File: src/rtl/mac_stop_pkg.sv
// rtl/mac_stop_pkg.sv - shared types and width helper for the mac_stop matrix engine
// Contents:
//   mac_stop_state_t      : sequencer states (IDLE, MAC, WRITE, DONE)
//   mac_stop_result_width : C element / accumulator width, shared with mac_stop_mem
package mac_stop_pkg;

  typedef enum logic [1:0] {
    IDLE  = 2'd0,
    MAC   = 2'd1,
    WRITE = 2'd2,
    DONE  = 2'd3
  } mac_stop_state_t;

  // Wide enough that K full-scale products can be summed without overflow.
  function automatic int mac_stop_result_width(input int data_width, input int k_dim);
    return 2 * data_width + $clog2(k_dim);
  endfunction

endpackage

File: src/rtl/mac_stop_engine_if.sv
// rtl/mac_stop_engine_if.sv - host handshake and matrix-memory bus of the mac_stop engine
// Signals:
//   start/stop (host -> engine), busy/done (engine -> host)
//   row/col_addr_a/b/c, matrix_a_re/b_re/c_we, wr_data_c (engine -> memory)
//   mem_data_a/b (memory -> engine, combinational read data)
// Modports: master = engine side, slave = host/memory side.
interface mac_stop_engine_if
  import mac_stop_pkg::*;
#(
  parameter int M                        = 4,
  parameter int K                        = 4,
  parameter int N                        = 4,
  parameter int DATA_WIDTH_INIT_MATRIX   = 32,
  parameter int DATA_WIDTH_RESULT_MATRIX = mac_stop_result_width(DATA_WIDTH_INIT_MATRIX, K)
) ();

  localparam int MW = $clog2(M);
  localparam int KW = $clog2(K);
  localparam int NW = $clog2(N);

  logic                                start;
  logic                                stop;
  logic                                busy;
  logic                                done;
  logic [MW-1:0]                       row_addr_a;
  logic [KW-1:0]                       col_addr_a;
  logic [KW-1:0]                       row_addr_b;
  logic [NW-1:0]                       col_addr_b;
  logic [MW-1:0]                       row_addr_c;
  logic [NW-1:0]                       col_addr_c;
  logic                                matrix_a_re;
  logic                                matrix_b_re;
  logic                                matrix_c_we;
  logic [DATA_WIDTH_INIT_MATRIX-1:0]   mem_data_a;
  logic [DATA_WIDTH_INIT_MATRIX-1:0]   mem_data_b;
  logic [DATA_WIDTH_RESULT_MATRIX-1:0] wr_data_c;

  modport master (
    input  start, stop, mem_data_a, mem_data_b,
    output busy, done,
    output row_addr_a, col_addr_a, row_addr_b, col_addr_b, row_addr_c, col_addr_c,
    output matrix_a_re, matrix_b_re, matrix_c_we, wr_data_c
  );

  modport slave (
    output start, stop, mem_data_a, mem_data_b,
    input  busy, done,
    input  row_addr_a, col_addr_a, row_addr_b, col_addr_b, row_addr_c, col_addr_c,
    input  matrix_a_re, matrix_b_re, matrix_c_we, wr_data_c
  );

endinterface

File: src/rtl/mac_stop_pe.sv
// rtl/mac_stop_pe.sv - multiplier and accumulator for one C element
// Ports:
//   clk, reset : clock and synchronous active-high reset
//   clr        : start a new dot product (accumulate onto zero instead of acc)
//   en         : accumulate op_a*op_b this cycle
//   op_a, op_b : operands from the A and B read ports
//   acc        : running dot product
// Build option MAC_STOP_SIGNED_EN: operands and product are two's-complement.
module mac_stop_pe #(
  parameter int DW = 32,
  parameter int RW = 66
) (
  input  logic          clk,
  input  logic          reset,
  input  logic          clr,
  input  logic          en,
  input  logic [DW-1:0] op_a,
  input  logic [DW-1:0] op_b,
  output logic [RW-1:0] acc
);

  logic [2*DW-1:0] op_a_ext;
  logic [2*DW-1:0] op_b_ext;
  logic [2*DW-1:0] prod;
  logic [RW-1:0]   prod_ext;

  // Operands are widened to the full product width first; the low 2*DW bits
  // of that multiply are the exact product in both signed and unsigned builds.
`ifdef MAC_STOP_SIGNED_EN
  assign op_a_ext = {{DW{op_a[DW-1]}}, op_a};
  assign op_b_ext = {{DW{op_b[DW-1]}}, op_b};
  assign prod     = op_a_ext * op_b_ext;
  assign prod_ext = {{(RW-2*DW){prod[2*DW-1]}}, prod};
`else
  assign op_a_ext = {{DW{1'b0}}, op_a};
  assign op_b_ext = {{DW{1'b0}}, op_b};
  assign prod     = op_a_ext * op_b_ext;
  assign prod_ext = {{(RW-2*DW){1'b0}}, prod};
`endif

  always_ff @(posedge clk) begin
    if (reset) begin
      acc <= '0;
    end else if (en) begin
      acc <= (clr ? '0 : acc) + prod_ext;
    end
  end

endmodule

File: src/rtl/mac_stop_engine.sv
// rtl/mac_stop_engine.sv - sequencer computing C = A x B over the mac_stop_mem store
// Ports:
//   clk   : clock, rising edge
//   reset : synchronous active-high reset
//   bus   : mac_stop_engine_if.master (start/stop/busy/done, memory addresses,
//           strobes, read data and C write data)
// Build option MAC_STOP_SIGNED_EN: signed A/B/C arithmetic (see mac_stop_pe).
module mac_stop_engine
  import mac_stop_pkg::*;
#(
  parameter int M                        = 4,
  parameter int K                        = 4,
  parameter int N                        = 4,
  parameter int DATA_WIDTH_INIT_MATRIX   = 32,
  parameter int DATA_WIDTH_RESULT_MATRIX = mac_stop_result_width(DATA_WIDTH_INIT_MATRIX, K)
) (
  input  logic              clk,
  input  logic              reset,
  mac_stop_engine_if.master bus
);

  localparam int MW = $clog2(M);
  localparam int KW = $clog2(K);
  localparam int NW = $clog2(N);
  localparam int DW = DATA_WIDTH_INIT_MATRIX;
  localparam int RW = DATA_WIDTH_RESULT_MATRIX;

  localparam logic [MW-1:0] I_LAST = MW'(M - 1);
  localparam logic [NW-1:0] J_LAST = NW'(N - 1);
  localparam logic [KW-1:0] K_LAST = KW'(K - 1);

  mac_stop_state_t state;
  logic [MW-1:0]   i_idx;
  logic [NW-1:0]   j_idx;
  logic [KW-1:0]   k_idx;
  logic            busy_q;
  logic            done_q;
  logic            re_q;
  logic            we_q;
  logic            c_we;
  logic [RW-1:0]   acc;

  // Output flags are registered alongside the state so each one is valid for
  // the whole cycle the state is occupied.
  always_ff @(posedge clk) begin
    if (reset) begin
      state  <= IDLE;
      i_idx  <= '0;
      j_idx  <= '0;
      k_idx  <= '0;
      busy_q <= 1'b0;
      done_q <= 1'b0;
      re_q   <= 1'b0;
      we_q   <= 1'b0;
    end else if (state != IDLE && bus.stop) begin
      state  <= IDLE;
      busy_q <= 1'b0;
      done_q <= 1'b0;
      re_q   <= 1'b0;
      we_q   <= 1'b0;
    end else begin
      case (state)
        IDLE: begin
          if (bus.start && !bus.stop) begin
            state  <= MAC;
            i_idx  <= '0;
            j_idx  <= '0;
            k_idx  <= '0;
            busy_q <= 1'b1;
            re_q   <= 1'b1;
          end
        end
        MAC: begin
          if (k_idx == K_LAST) begin
            k_idx <= '0;
            state <= WRITE;
            re_q  <= 1'b0;
            we_q  <= 1'b1;
          end else begin
            k_idx <= k_idx + 1'b1;
          end
        end
        WRITE: begin
          we_q <= 1'b0;
          if (i_idx == I_LAST && j_idx == J_LAST) begin
            state  <= DONE;
            busy_q <= 1'b0;
            done_q <= 1'b1;
          end else begin
            if (j_idx == J_LAST) begin
              j_idx <= '0;
              i_idx <= i_idx + 1'b1;
            end else begin
              j_idx <= j_idx + 1'b1;
            end
            state <= MAC;
            re_q  <= 1'b1;
          end
        end
        DONE: begin
          state  <= IDLE;
          done_q <= 1'b0;
        end
        default: begin
          state  <= IDLE;
          busy_q <= 1'b0;
          done_q <= 1'b0;
          re_q   <= 1'b0;
          we_q   <= 1'b0;
        end
      endcase
    end
  end

  mac_stop_pe #(
    .DW (DW),
    .RW (RW)
  ) u_pe (
    .clk   (clk),
    .reset (reset),
    .clr   (k_idx == '0),
    .en    (state == MAC),
    .op_a  (bus.mem_data_a),
    .op_b  (bus.mem_data_b),
    .acc   (acc)
  );

  // stop in the same cycle suppresses the write and the done pulse, so an
  // aborted run never commits a partial element or reports completion.
  assign c_we = we_q & ~bus.stop;

  assign bus.busy        = busy_q;
  assign bus.done        = done_q & ~bus.stop;
  assign bus.matrix_a_re = re_q;
  assign bus.matrix_b_re = re_q;
  assign bus.matrix_c_we = c_we;

  assign bus.row_addr_a = re_q ? i_idx : '0;
  assign bus.col_addr_a = re_q ? k_idx : '0;
  assign bus.row_addr_b = re_q ? k_idx : '0;
  assign bus.col_addr_b = re_q ? j_idx : '0;
  assign bus.row_addr_c = c_we ? i_idx : '0;
  assign bus.col_addr_c = c_we ? j_idx : '0;
  assign bus.wr_data_c  = c_we ? acc : '0;

endmodule

File: src/flat_wrapper.sv
// flat-port wrapper written by rule: the top's interface ports become plain ports
module mac_stop_engine_flat import mac_stop_pkg::*;
#(
  parameter int M                        = 4,
  parameter int K                        = 4,
  parameter int N                        = 4,
  parameter int DATA_WIDTH_INIT_MATRIX   = 32,
  parameter int DATA_WIDTH_RESULT_MATRIX = mac_stop_result_width(DATA_WIDTH_INIT_MATRIX, K)
)
  (clk, reset, bus_start, bus_stop, bus_mem_data_a, bus_mem_data_b, bus_busy, bus_done, bus_row_addr_a, bus_col_addr_a, bus_row_addr_b, bus_col_addr_b, bus_row_addr_c, bus_col_addr_c, bus_matrix_a_re, bus_matrix_b_re, bus_matrix_c_we, bus_wr_data_c);
  mac_stop_engine_if #(.M(M), .K(K), .N(N), .DATA_WIDTH_INIT_MATRIX(DATA_WIDTH_INIT_MATRIX), .DATA_WIDTH_RESULT_MATRIX(DATA_WIDTH_RESULT_MATRIX)) bus_i ();
  input  logic clk;
  input  logic reset;
  input wire logic [$bits(bus_i.start)-1:0] bus_start;
  input wire logic [$bits(bus_i.stop)-1:0] bus_stop;
  input wire logic [$bits(bus_i.mem_data_a)-1:0] bus_mem_data_a;
  input wire logic [$bits(bus_i.mem_data_b)-1:0] bus_mem_data_b;
  output wire logic [$bits(bus_i.busy)-1:0] bus_busy;
  output wire logic [$bits(bus_i.done)-1:0] bus_done;
  output wire logic [$bits(bus_i.row_addr_a)-1:0] bus_row_addr_a;
  output wire logic [$bits(bus_i.col_addr_a)-1:0] bus_col_addr_a;
  output wire logic [$bits(bus_i.row_addr_b)-1:0] bus_row_addr_b;
  output wire logic [$bits(bus_i.col_addr_b)-1:0] bus_col_addr_b;
  output wire logic [$bits(bus_i.row_addr_c)-1:0] bus_row_addr_c;
  output wire logic [$bits(bus_i.col_addr_c)-1:0] bus_col_addr_c;
  output wire logic [$bits(bus_i.matrix_a_re)-1:0] bus_matrix_a_re;
  output wire logic [$bits(bus_i.matrix_b_re)-1:0] bus_matrix_b_re;
  output wire logic [$bits(bus_i.matrix_c_we)-1:0] bus_matrix_c_we;
  output wire logic [$bits(bus_i.wr_data_c)-1:0] bus_wr_data_c;
  assign bus_i.start = bus_start;
  assign bus_i.stop = bus_stop;
  assign bus_i.mem_data_a = bus_mem_data_a;
  assign bus_i.mem_data_b = bus_mem_data_b;
  assign bus_busy = bus_i.busy;
  assign bus_done = bus_i.done;
  assign bus_row_addr_a = bus_i.row_addr_a;
  assign bus_col_addr_a = bus_i.col_addr_a;
  assign bus_row_addr_b = bus_i.row_addr_b;
  assign bus_col_addr_b = bus_i.col_addr_b;
  assign bus_row_addr_c = bus_i.row_addr_c;
  assign bus_col_addr_c = bus_i.col_addr_c;
  assign bus_matrix_a_re = bus_i.matrix_a_re;
  assign bus_matrix_b_re = bus_i.matrix_b_re;
  assign bus_matrix_c_we = bus_i.matrix_c_we;
  assign bus_wr_data_c = bus_i.wr_data_c;
  mac_stop_engine #(.M(M), .K(K), .N(N), .DATA_WIDTH_INIT_MATRIX(DATA_WIDTH_INIT_MATRIX), .DATA_WIDTH_RESULT_MATRIX(DATA_WIDTH_RESULT_MATRIX)) u_core (.clk(clk), .reset(reset), .bus(bus_i));
endmodule
File: config.mk
export PLATFORM = sky130hd
export DESIGN_NAME = mac_stop_engine_flat
export DESIGN_NICKNAME = d
export VERILOG_FILES = /design/src/rtl/mac_stop_pkg.sv /design/src/rtl/mac_stop_engine_if.sv /design/src/rtl/mac_stop_pe.sv /design/src/rtl/mac_stop_engine.sv /design/src/flat_wrapper.sv
export SDC_FILE = /design/constraint.sdc
export NUM_CORES = 2
export LEC_CHECK = 0
export CAP_MARGIN = 25
export CORE_ASPECT_RATIO = 0.7
export CORE_UTILIZATION = 50
export DETAILED_ROUTE_END_ITERATION = 6
export HOLD_SLACK_MARGIN = 0.1
export PLACE_DENSITY_LB_ADDON = 0.08
export RECOVER_POWER = 100
export SYNTH_ARGS = -nofsm -noshare
export SYNTH_HDL_FRONTEND = slang
export SYNTH_SLANG_ARGS = --single-unit
File: constraint.sdc
create_clock -name clk -period 17.8 [get_ports clk]
set_clock_uncertainty 0.1 [all_clocks]
set_input_delay 3.56 -clock clk [delete_from_list [all_inputs] [get_ports clk]]
set_output_delay 3.56 -clock clk [all_outputs]
set_load 0.01 [all_outputs]
==> metrics.md <==
| Metric | Value |
|---|---|
| Run status | finished, violations left |
| Violations in the final reports | max-capacitance violations, max-slew violations |
| Count of cell types in the netlist | 79 |
| Worst Path Buf+Inv | 7 |
| Max Fclk | 76.2 MHz |
| Final WL | 107000 um |
| # H-tree levels | 3 |
| Antenna Cells | 0 |
| Most area-hungry cell type in the Yosys netlist | sky130_fd_sc_hd__fa_1 |
| Area growth, synth to finish | 6.01% |
| Wire length per cell | 19.5 um |
| Number of resized instances in the post-cts repair step | 0 |
| Initial standard-cell utilization of the core | 0.507 |
| Number of sinks on the clock net | 78 |
| Core area | 77100 um2 |
| TNS Setup | 0 ns |
| RSZ-0062 raised after global routing | false |
| Die width | 336 um |
| Most common library cells after synthesis | sky130_fd_sc_hd__inv_1, sky130_fd_sc_hd__fa_1, sky130_fd_sc_hd__nand2_1 |
| Final Max Slew Viols | 178 |
| Data arrival, critical path | 13.32 ns |
| Pin count of the biggest net entering global routing | 73 |
| Synth top area share | 0.493 |
| Worst-skew pair later-pin latency | 0.35 ns |
| Share of the cycle needed by the critical path after routing | 0.737 |
| Most numerous cell on the critical path | sky130_fd_sc_hd__fa_1 |
| Final Critical Period | 13.12 ns |
| Required time of the critical path | 18.00 ns |
| Synth area leaders | sky130_fd_sc_hd__fa_1, sky130_fd_sc_hd__inv_1, sky130_fd_sc_hd__and2_1, sky130_fd_sc_hd__ha_1, sky130_fd_sc_hd__nand2_1 |
| First drt pass iteration count | 5 |
| Sequential fraction of the synthesis area | 0.0399 |
| Commonest register cell after synthesis | sky130_fd_sc_hd__dfxtp_1 |
| ANT nets after route | 0 |
| Synthesis warning total | 0 |
| Clock tree from TritonCTS | yes |
| Total CTS buffers | 9 |
| Worst relative slew slack | -1.40 |
| CP startpoint kind | input pin |
| GPL Wtd Cong | 0.918 |
| Max Root-Sink Buffers | 2 |
| Remaining Overflow, GRT | 0 |
| Maximum single-stage delay on the critical path | 1.59 ns |
| Register-to-register setup slack | 8.51 ns |
| Master of the slowest instance on the critical path | sky130_fd_sc_hd__clkbuf_1 |
| Synthesized instance count | 4471 |
| Via count of the first global-routing pass | 30736 |
| Number of max-cap violations | 3 |
| Iteration-0 DRC count of the detailed router | 1604 |
| Fraction of final layout cells sized beyond drive strength 1 | 0.0206 |
| Type of the tightest min-delay check | reg2reg |
| Number of buffers added on ports | 150 |
| Post-synth ARST share | 0 |
| Final setup viols | 0 |
| Number of I/O pins | 151 |
| Highest net fanout along the worst path | 32 |
| Hold WS | 0.360 ns |
| Wire length of the first global-routing pass | 175000 um |
| Number of antenna violations at the first check in global routing | 0 |
| Post-Syn Nets | 5758 |
| # placed instances | 5457 |
| Number of synthesized register bits | 78 |
| Post-cts hold buffer count | 0 |
| Die height | 236 um |
| Category of the most critical setup path | in2reg |
| Post-synthesis cell area | 39100 um2 |
| Measured slew at the worst slew-check pin | 3.60 ns |
| Cell Rows | 85 |
| Clock transition at path regs | 0.07 ns |
| Filler-free cell count of the finished design | 5472 |
| Final-report hold violation count | 0 |
| Detailed-route vias per instance | 5.23 |
| Count leader, synth | sky130_fd_sc_hd__inv_1 |
| Total routing resource utilization after global routing | 0.284 |
| Synth Area per Inst | 8.74 um2 |
| Clock root buffer master | sky130_fd_sc_hd__clkbuf_16 |
| Net total in the final layout | 5711 |
| Number of filler cells placed in the layout | 7390 |
| Area of the die | 79300 um2 |
| CP delay by family, top | adder cells |
| HPWL after detailed placement | 85600 um |
| Setup crit end kind | flop |
| Post CTS Setup Buffer Count | 0 |
| Number of enable flip-flop cells after synthesis | 0 |
| DRC viols | 0 |
| Vias after detailed routing | 28624 |
layout by cell type (no fill, tap or decap), types with 5 or more instances in the layout:
master	Yosys	layout
sky130_fd_sc_hd__nor3_1	16	16
sky130_fd_sc_hd__clkbuf_16	0	9
sky130_fd_sc_hd__nor2_1	50	50
sky130_fd_sc_hd__or4_1	5	5
sky130_fd_sc_hd__dlygate4sd3_1	0	34
sky130_fd_sc_hd__nand2_1	630	630
sky130_fd_sc_hd__nor2b_1	61	59
sky130_fd_sc_hd__and2_1	607	554
sky130_fd_sc_hd__a21oi_1	132	134
sky130_fd_sc_hd__and3_1	17	17
sky130_fd_sc_hd__clkdlybuf4s50_1	0	99
sky130_fd_sc_hd__dfxtp_1	78	78
sky130_fd_sc_hd__and2_0	0	53
sky130_fd_sc_hd__inv_1	1065	1065
sky130_fd_sc_hd__nor3b_1	5	5
sky130_fd_sc_hd__o21ai_0	46	48
sky130_fd_sc_hd__buf_4	3	51
sky130_fd_sc_hd__xnor2_1	31	31
sky130_fd_sc_hd__nand4_1	20	21
sky130_fd_sc_hd__buf_2	4	16
sky130_fd_sc_hd__o21bai_1	16	16
sky130_fd_sc_hd__fa_1	962	962
sky130_fd_sc_hd__or3_1	7	8
sky130_fd_sc_hd__xor2_1	14	14
sky130_fd_sc_hd__nand2b_1	24	23
sky130_fd_sc_hd__ha_1	257	256
sky130_fd_sc_hd__a211oi_1	14	15
sky130_fd_sc_hd__nand3_1	27	27
sky130_fd_sc_hd__o211ai_1	5	5
sky130_fd_sc_hd__nor4_1	8	8
sky130_fd_sc_hd__a21o_1	28	28
sky130_fd_sc_hd__a31oi_1	8	9
worst reg2reg max path: cells and delay by family (launching register included):
kind | cells | cell delay (ns)
compound gates | 5 | 2.18
xor+xnor | 1 | 0.12
fa+ha+maj | 10 | 5.01
buf+inv | 9 | 0.48
flops | 1 | 0.35
simple gates | 4 | 0.95
area by class of cell:
| type | count | area (um2) | share of cell area |
|---|---|---|---|
| multi-input combinational | 3066 | 32400 | 0.783 |
| inverter | 1065 | 4000 | 0.0965 |
| timing repair buffer | 204 | 1810 | 0.0437 |
| sequential | 78 | 1560 | 0.0377 |
| tap | 1044 | 1310 | 0.0315 |
| clock buffer | 9 | 225 | 0.00543 |
| clock inverter | 6 | 111 | 0.00269 |
sequential cells by signal, summed over array words and instances (netlist names):
name                    flops
u_core.done_q               1
u_core.state                2
u_core.u_pe.acc            66
u_core.i_idx                2
u_core.k_idx                2
u_core.j_idx                2
u_core.bus.busy             1
u_core.we_q                 1
u_core.bus.matrix_a_re      1
path summary, 6_finish.rpt:
kind	depth (start not counted)	from	end
max	27	bus_mem_data_a[3]	u_core.u_pe.acc[56]
min	2	u_core.u_pe.acc[4]	u_core.u_pe.acc[4]
max reg2reg	29	u_core.k_idx[0]	u_core.u_pe.acc[58]
min reg2reg	2	u_core.u_pe.acc[4]	u_core.u_pe.acc[4]
per-layer routing:
| layer | part of all wire | up-vias | wire length, um | global-route usage |
|---|---|---|---|---|
| met4 | 0.016 | 0 | 1750 | 0.0480 |
| met1 | 0.46 | 14855 | 49000 | 0.414 |
| met3 | 0.057 | 101 | 6050 | 0.0378 |
| met2 | 0.47 | 804 | 49900 | 0.458 |
| met5 | 0 | - | 0 | 0 |
| li1 | - | 12864 | - | - |
cells by family after synthesis:
logic type	after synthesis	share of synthesized area
compound gates	309	0.0515
xor+xnor	45	0.0101
fa+ha+maj	1219	0.575
buf+inv	1327	0.128
flops	78	0.0399
mux	1	0.000256
simple gates	1492	0.195
through the flow:
step | utilization | cell area, um2 | worst slack, ns
2_1_floorplan | - | 39100 | 7.06
3_3_place_gp | 0.535 | 41200 | 6.00
3_5_place_dp | 0.535 | 41200 | 5.97
4_1_cts | 0.539 | 41600 | 6.33
5_1_grt | 0.537 | 41400 | 4.25
6_report | 0.537 | 41400 | 4.68
Power is not shown: default switching activity piles up to over one toggle a cycle in this logic, so the estimate is an artifact.
